--- src/rtl/pattern_player.sv ---
// Steps through one sequence of an external synchronous pattern ROM and drives the LED bank.
// Defining PATTERN_PLAYER_PAUSE_EN adds a pause input that freezes stepping while showing.
module pattern_player #(
    parameter int SEQ_W   = 3,
    parameter int STEP_W  = 4,
    parameter int LED_W   = 8,
    parameter int ROM_LAT = 1
) (
    input  logic                    clk_50,
    input  logic                    reset,
    input  logic [SEQ_W-1:0]        seq_num,
    input  logic                    seq_tick,
`ifdef PATTERN_PLAYER_PAUSE_EN
    input  logic                    pause,
`endif
    input  logic [LED_W:0]          rom_data,
    output logic [SEQ_W+STEP_W-1:0] ROM_addr,
    output logic [LED_W-1:0]        LEDS,
    output logic [STEP_W-1:0]       step,
    output logic                    seq_done
);

    // ROM_LAT is 1..3, so the remaining-wait count always fits in two bits.
    localparam int              CNT_W    = 2;
    localparam logic [CNT_W-1:0] CNT_LOAD = CNT_W'(ROM_LAT - 1);

    typedef enum logic [1:0] {FETCH, WAIT, SHOW} state_t;

    state_t                    state_q, state_d;
    logic [CNT_W-1:0]          cnt_q, cnt_d;
    logic [SEQ_W-1:0]          seq_lat_q, seq_lat_d;
    logic [STEP_W-1:0]         step_q, step_d;
    logic                      pending_q, pending_d;
    logic                      last_q, last_d;
    logic [LED_W-1:0]          leds_q, leds_d;
    logic                      done_q, done_d;
    logic [SEQ_W+STEP_W-1:0]   addr_q, addr_d;
    logic                      paused;

`ifdef PATTERN_PLAYER_PAUSE_EN
    assign paused = pause;
`else
    assign paused = 1'b0;
`endif

    always_comb begin
        state_d   = state_q;
        cnt_d     = cnt_q;
        seq_lat_d = seq_lat_q;
        step_d    = step_q;
        pending_d = pending_q;
        last_d    = last_q;
        leds_d    = leds_q;
        done_d    = 1'b0;

        // A new selection restarts from step 0 in any state and swallows a coincident tick.
        if (seq_num != seq_lat_q) begin
            seq_lat_d = seq_num;
            step_d    = '0;
            pending_d = 1'b0;
            state_d   = FETCH;
        end else begin
            case (state_q)
                FETCH: begin
                    cnt_d     = CNT_LOAD;
                    pending_d = paused ? 1'b0 : (pending_q | seq_tick);
                    state_d   = WAIT;
                end
                WAIT: begin
                    pending_d = paused ? 1'b0 : (pending_q | seq_tick);
                    if (cnt_q == '0) begin
                        leds_d  = rom_data[LED_W-1:0];
                        last_d  = rom_data[LED_W];
                        state_d = SHOW;
                    end else begin
                        cnt_d = cnt_q - CNT_W'(1);
                    end
                end
                SHOW: begin
                    if (paused) begin
                        pending_d = 1'b0;
                    end else if (seq_tick || pending_q) begin
                        pending_d = 1'b0;
                        state_d   = FETCH;
                        if (last_q || (&step_q)) begin
                            step_d = '0;
                            done_d = 1'b1;
                        end else begin
                            step_d = step_q + STEP_W'(1);
                        end
                    end
                end
                default: state_d = FETCH;
            endcase
        end

        addr_d = {seq_lat_d, step_d};
    end

    always_ff @(posedge clk_50 or negedge reset) begin
        if (!reset) begin
            state_q   <= FETCH;
            cnt_q     <= '0;
            seq_lat_q <= '0;
            step_q    <= '0;
            pending_q <= 1'b0;
            last_q    <= 1'b0;
            leds_q    <= '0;
            done_q    <= 1'b0;
            addr_q    <= '0;
        end else begin
            state_q   <= state_d;
            cnt_q     <= cnt_d;
            seq_lat_q <= seq_lat_d;
            step_q    <= step_d;
            pending_q <= pending_d;
            last_q    <= last_d;
            leds_q    <= leds_d;
            done_q    <= done_d;
            addr_q    <= addr_d;
        end
    end

    assign ROM_addr = addr_q;
    assign LEDS     = leds_q;
    assign step     = step_q;
    assign seq_done = done_q;

endmodule

--- config.mk ---
export PLATFORM = sky130hd
export DESIGN_NAME = pattern_player
export DESIGN_NICKNAME = d
export VERILOG_FILES = /design/src/rtl/pattern_player.sv
export SDC_FILE = /design/constraint.sdc
export NUM_CORES = 1
export LEC_CHECK = 0
export ABC_AREA = 1
export CAP_MARGIN = 0
export CORE_UTILIZATION = 35
export CTS_BUF_LIST = sky130_fd_sc_hd__clkbuf_16
export CTS_CLUSTER_DIAMETER = 80
export CTS_CLUSTER_SIZE = 20
export DETAILED_ROUTE_END_ITERATION = 16
export GPL_TIMING_DRIVEN = 0
export PLACE_DENSITY = 0.72
export REMOVE_ABC_BUFFERS = 1
export SLEW_MARGIN = 20
export SYNTH_ARGS = -nofsm -noshare
export SYNTH_HDL_FRONTEND = slang
export SYNTH_SLANG_ARGS = --single-unit
--- constraint.sdc ---
create_clock -name clk_50 -period 2.9 [get_ports clk_50]
set_clock_uncertainty 0.05 [all_clocks]
set_input_delay 0.87 -clock clk_50 [delete_from_list [all_inputs] [get_ports clk_50]]
set_output_delay 0.87 -clock clk_50 [all_outputs]
set_load 0.005 [all_outputs]
# Word level (Yosys, flattened, before mapping)

Index checks and enable logic that the tools add are counted.

Register bits after elaboration: 29
Output and inout bits: 20
Memories: 0
Bits in read-only memories: 0
Logic and storage cells: 49
Bits in writable memories: 0
Bits in latches: 0

Divide/modulo/power cells: 0
Multiplexer cells: 18
Bitwise gates (word level): 2
Eq/ne operators: 6
Multiply operators: 0
Add/subtract/negate cells: 2
$lt $le $gt $ge: 0
Reduce and logical (&&, ||, !) cells: 12
Shift operators: 0

Operator list:

| cell                                                                  | count |
|---|---|
| 4-bit two-way mux                                                     | 4 |
| 2-bit two-way mux                                                     | 4 |
| 1-bit two-way mux                                                     | 6 |
| 3-bit != test, second input constant                                  | 2 |
| 2-bit case mux with 3 select lines                                    | 1 |
| 3-bit AND reduction                                                   | 2 |
| 4-bit by 1-bit adder with 4-bit output, second input constant         | 1 |
| 2-bit zero test                                                       | 2 |
| 2-bit case mux with 2 select lines                                    | 1 |
| 2-bit AND reduction                                                   | 2 |
| 4-bit AND reduction                                                   | 1 |
| 3-bit two-way mux                                                     | 1 |
| 3-bit != test                                                         | 1 |
| 3-bit nonzero test                                                    | 1 |
| 2-bit by 1-bit equality test with 1-bit output, second input constant | 1 |
| 2-bit equality test, second input constant                            | 1 |
| 1-bit logical OR                                                      | 2 |
| 2-bit != test, second input constant                                  | 1 |
| 1-bit case mux with 2 select lines                                    | 1 |
| 2-bit nonzero test                                                    | 1 |
| 2-bit OR reduction                                                    | 1 |
| 2-bit by 1-bit subtractor with 2-bit output, second input constant    | 1 |
| 1-bit inverter                                                        | 1 |
| 1-bit OR                                                              | 1 |

# Longest topological paths before layout

Depth after elaboration: 6
Mapped depth: 8

# Worst setup path before layout

OpenSTA, ideal clock, no wires.

Path type: input -> register
Start point: in seq_tick
End point: reg addr_q[2] (netlist: ROM_addr[2])
Data required time: 2.767 ns
Stages on the path: 6
Data arrival time: 1.480 ns
Slack: 1.288 ns
Setup time: 0.083 ns
Cells stage by stage: or2_4 > nand2_1 > inv_1 > nor2_2 > nand2_1 > o21ai_0

Cells in the longest elaborated chain, start to end: 4

Ends and longest elaborated chain:

| what                 | RTL line | source |
|---|---|---|
| start, declared      | 12       | `input logic seq_tick,` |
| 1-bit logical OR     | 82       | `end else if (seq_tick \|\| pending_q) begin` |
| 4-bit two-way mux    | 82       |  |
| 4-bit two-way mux    | 63       | `case (state_q)` |
| 4-bit two-way mux    | 57       | `if (seq_num != seq_lat_q) begin` |
| end signal, assigned | 120      | `addr_q <= addr_d;` |
| end, declared        | 37       | `logic [SEQ_W+STEP_W-1:0] addr_q, addr_d;` |

No other way between the ends.
A chain may end at the register's enable or synchronous reset.

# Final worst setup path

Start point: reg addr_q[2] (netlist: ROM_addr[2])
End point: out ROM_addr[2]

RTL lines:

| what          | RTL line | source |
|---|---|---|
| end, declared | 17       | `output logic [SEQ_W+STEP_W-1:0] ROM_addr,` |

No word-level cell between the ends.

==> run summary <==
R2R setup slack: 1.39 ns
Switch Pwr: 0.1959 mW
slew margin rel.: 67.74%
hold_buf cts: 0
Die X: 57.80 um
wirelength, routed: 2196 um
first-pass GRT wire length: 3684 um
Crit-path slowest cell: clkdlybuf4s50_1
GRT Util Overall: 14.89%
post-synthesis compound-gate area fraction: 1.148%
Post-Synth XOR/XNOR Area: 2.411%
Synth top area share: 50.52%
drt pass-1 iters: 10
final net count: 183
Achievable Freq: 460.0 MHz
Row Count: 19
Post-synth ARST share: 100.0%
post-synthesis mux area share: 0%
CTS Buffer Depth: 2
Startpoint Class: flip-flop
Antenna Violating Nets Remaining: 0
Yosys reg bits: 22
TritonCTS clock tree: done
count of pins over their slew limit: 0
sw frac: 24.02%
non-filler cells, final: 196
Synth-to-Final Area Change: 36.74%
ys flop type: dfrtp_1
routability congestion estimate: 0.7841
Yosys cell types: 19
setup bufs post-CTS: 0
Final HPWL DP: 1630 um
max incr delay on CP: 0.55 ns
power per cell area: 547.3 mW/mm^2
Clk Latency, worst-skew pair: 0.26 ns
vias in the first global route: 858
syn_area_per_cell: 8.073 um^2
Lkg Pwr: 0.7603 nW
core area: 0.002853 mm^2
failing checks: design-rule violations
Worst VDD drop: 0.2243 mV
top-count cell post-synth: nand2_1
Via Count: 931
die area: 0.003341 mm^2
status: complete, but fails checks
CTS sink count: 22
largest family of logic cells by synthesized area: simple AND/OR/NAND/NOR gates
Syn Inst Count: 135
worst-path cell chain: clkdlybuf4s50_1
share of cells above drive strength 1: 9.091%
area occupied by multi-input gates: 430.4 um^2
CTS resizes: 0
sequential-to-total area share from yosys stat: 50.52%
Port Buffer Count: 34
Ys Warns: 0
Simple-Gate Fraction of Synth Area: 33.64%
Worst-path clk slew: 0.06 ns
Pint: 0.6197 mW
DRT iter0 DRCs: 29
final setup fails: 0
crit path DAT: 1.25 ns
CP required: 1.98 ns
Fin. Hold Viols: 0
period utilization: 74.97%
Storage cell area: 550.5 um^2
clock share of power: 35.5%
Die Ht: 57.80 um
Max FO, Critical Path: 6
RSZ-0062 raised after global routing: false
area leader, netlist: dfrtp_1
area of the mapped netlist: 0.001090 mm^2
combinational share of power: 19.6%
root buffer cell: clkbuf_16
largest net degree at the start of global routing: 23
drt wl/cell: 11.20 um
worst hold path class: flip-flop to flip-flop
family with the most delay on the worst path: buffers and inverters
H-tree lvl count: 1
fillers: 268
Post-Synth Adder-Cell Area: 2.296%
number of CTS-inserted buffers: 3
Post-Route Setup TNS: 0 ns
initial antenna violation count: 0
top post-synthesis cells by area: dfrtp_1 (51%), nand2_1 (17%), nand3_1 (6.9%)
min Tclk post-route: 2.174 ns
Antenna diodes: 0
worst slew pin tran: 0.4839 ns
drt drc: 3
Synth top cells by count: nand2_1 (50), dfrtp_1 (22), nand3_1 (15)
Placed Instances: 192
Reg power frac: 44.9%
initial core utilization: 38.20%
CP Capture Type: output pin
Via density: 4.750
CP bufs+invs: 1
I/O pin cnt: 35
EDFF count, synth: 0
max_cap viols: 0
GR Overflow Total: 0
Critical Setup Path Class: flip-flop to output pin
[state kept, by name, indices dropped and copies added (netlist names)]
name       cells
seq_done       1
state_q        2
ROM_addr       7
LEDS           8
last_q         1
pending_q      1
cnt_q          2
[kinds of logic after synthesis]
| family | after synthesis |
|---|---|
| and+or+nand+nor | 83 |
| buffers and inverters | 23 |
| DFF | 22 |
| xor gates and xnor gates | 3 |
| AOI/OAI and AO/OA | 2 |
| adders and majority gates | 2 |
[cell usage in the layout, fill, tap and decap left out, drive strengths merged, types with 2 or more instances in the layout]
master / synthesis / routed
clkbuf: 3 / 3
inv: 15 / 15
dfrtp: 22 / 22
nand2: 51 / 51
ha: 2 / 2
nand3: 18 / 18
clkdlybuf4s50: 0 / 33
nor2: 12 / 12
xnor2: 2 / 2
[cell type report]
type | count | share of cell area [%]
multi-input cells | 90 | 28.88
repair buffers | 34 | 22.50
clock buffers | 3 | 5.038
inverters | 15 | 3.778
clock inverters | 1 | 0.2519
well taps | 31 | 2.603
flip-flops and latches | 22 | 36.94
[final timing paths]
check / startpoint / to / cells after the start
setup / recovery: ROM_addr[2]$_DFFE_PN0P_ / ROM_addr[2] / 1
hold / removal: last_q$_DFFE_PN0P_ / last_q$_DFFE_PN0P_ / 2
setup reg to reg: cnt_q[0]$_DFFE_PN0P_ / LEDS[6]$_DFFE_PN0P_ / 7
hold reg to reg: last_q$_DFFE_PN0P_ / last_q$_DFFE_PN0P_ / 2
max in group asynchronous: reset / LEDS[7]$_DFFE_PN0P_ / 1
min in group asynchronous: reset / LEDS[1]$_DFFE_PN0P_ / 1
[metal layers]
metal	part of all wire, %	track usage, %
met5	0	0
met4	2.9	10.20
met3	5.2	2.679
met2	47	24.47
met1	45	17.66
[power by group through the flow]
stage                     clock network [mW]  registers [mW]  logic (mW)
after global routing                   0.311           0.370       0.176
final                                  0.290           0.366       0.160
after CTS                              0.294           0.367       0.163
after floorplan                            0           0.372      0.0609
after global placement                     0           0.371       0.157
after detailed placement                   0           0.372       0.162
[stage by stage]
stage | hold slack [ns] | power [mW] | cell area, um^2 | util [%] | setup WS, ns
detailed placement | 0.4105 | 0.5334 | 1416 | 49.65 | 0.6034
global route | 0.4510 | 0.8572 | 1490 | 52.24 | 0.6676
finish | 0.4212 | 0.8156 | 1490 | 52.24 | 0.7260
floorplan | 0.3934 | 0.4324 | 1037 | - | 1.287
CTS | 0.4263 | 0.8241 | 1495 | 52.41 | 0.7237
global placement | 0.4162 | 0.5279 | 1416 | 49.65 | 0.6369
(Power assumes the default switching activity.)
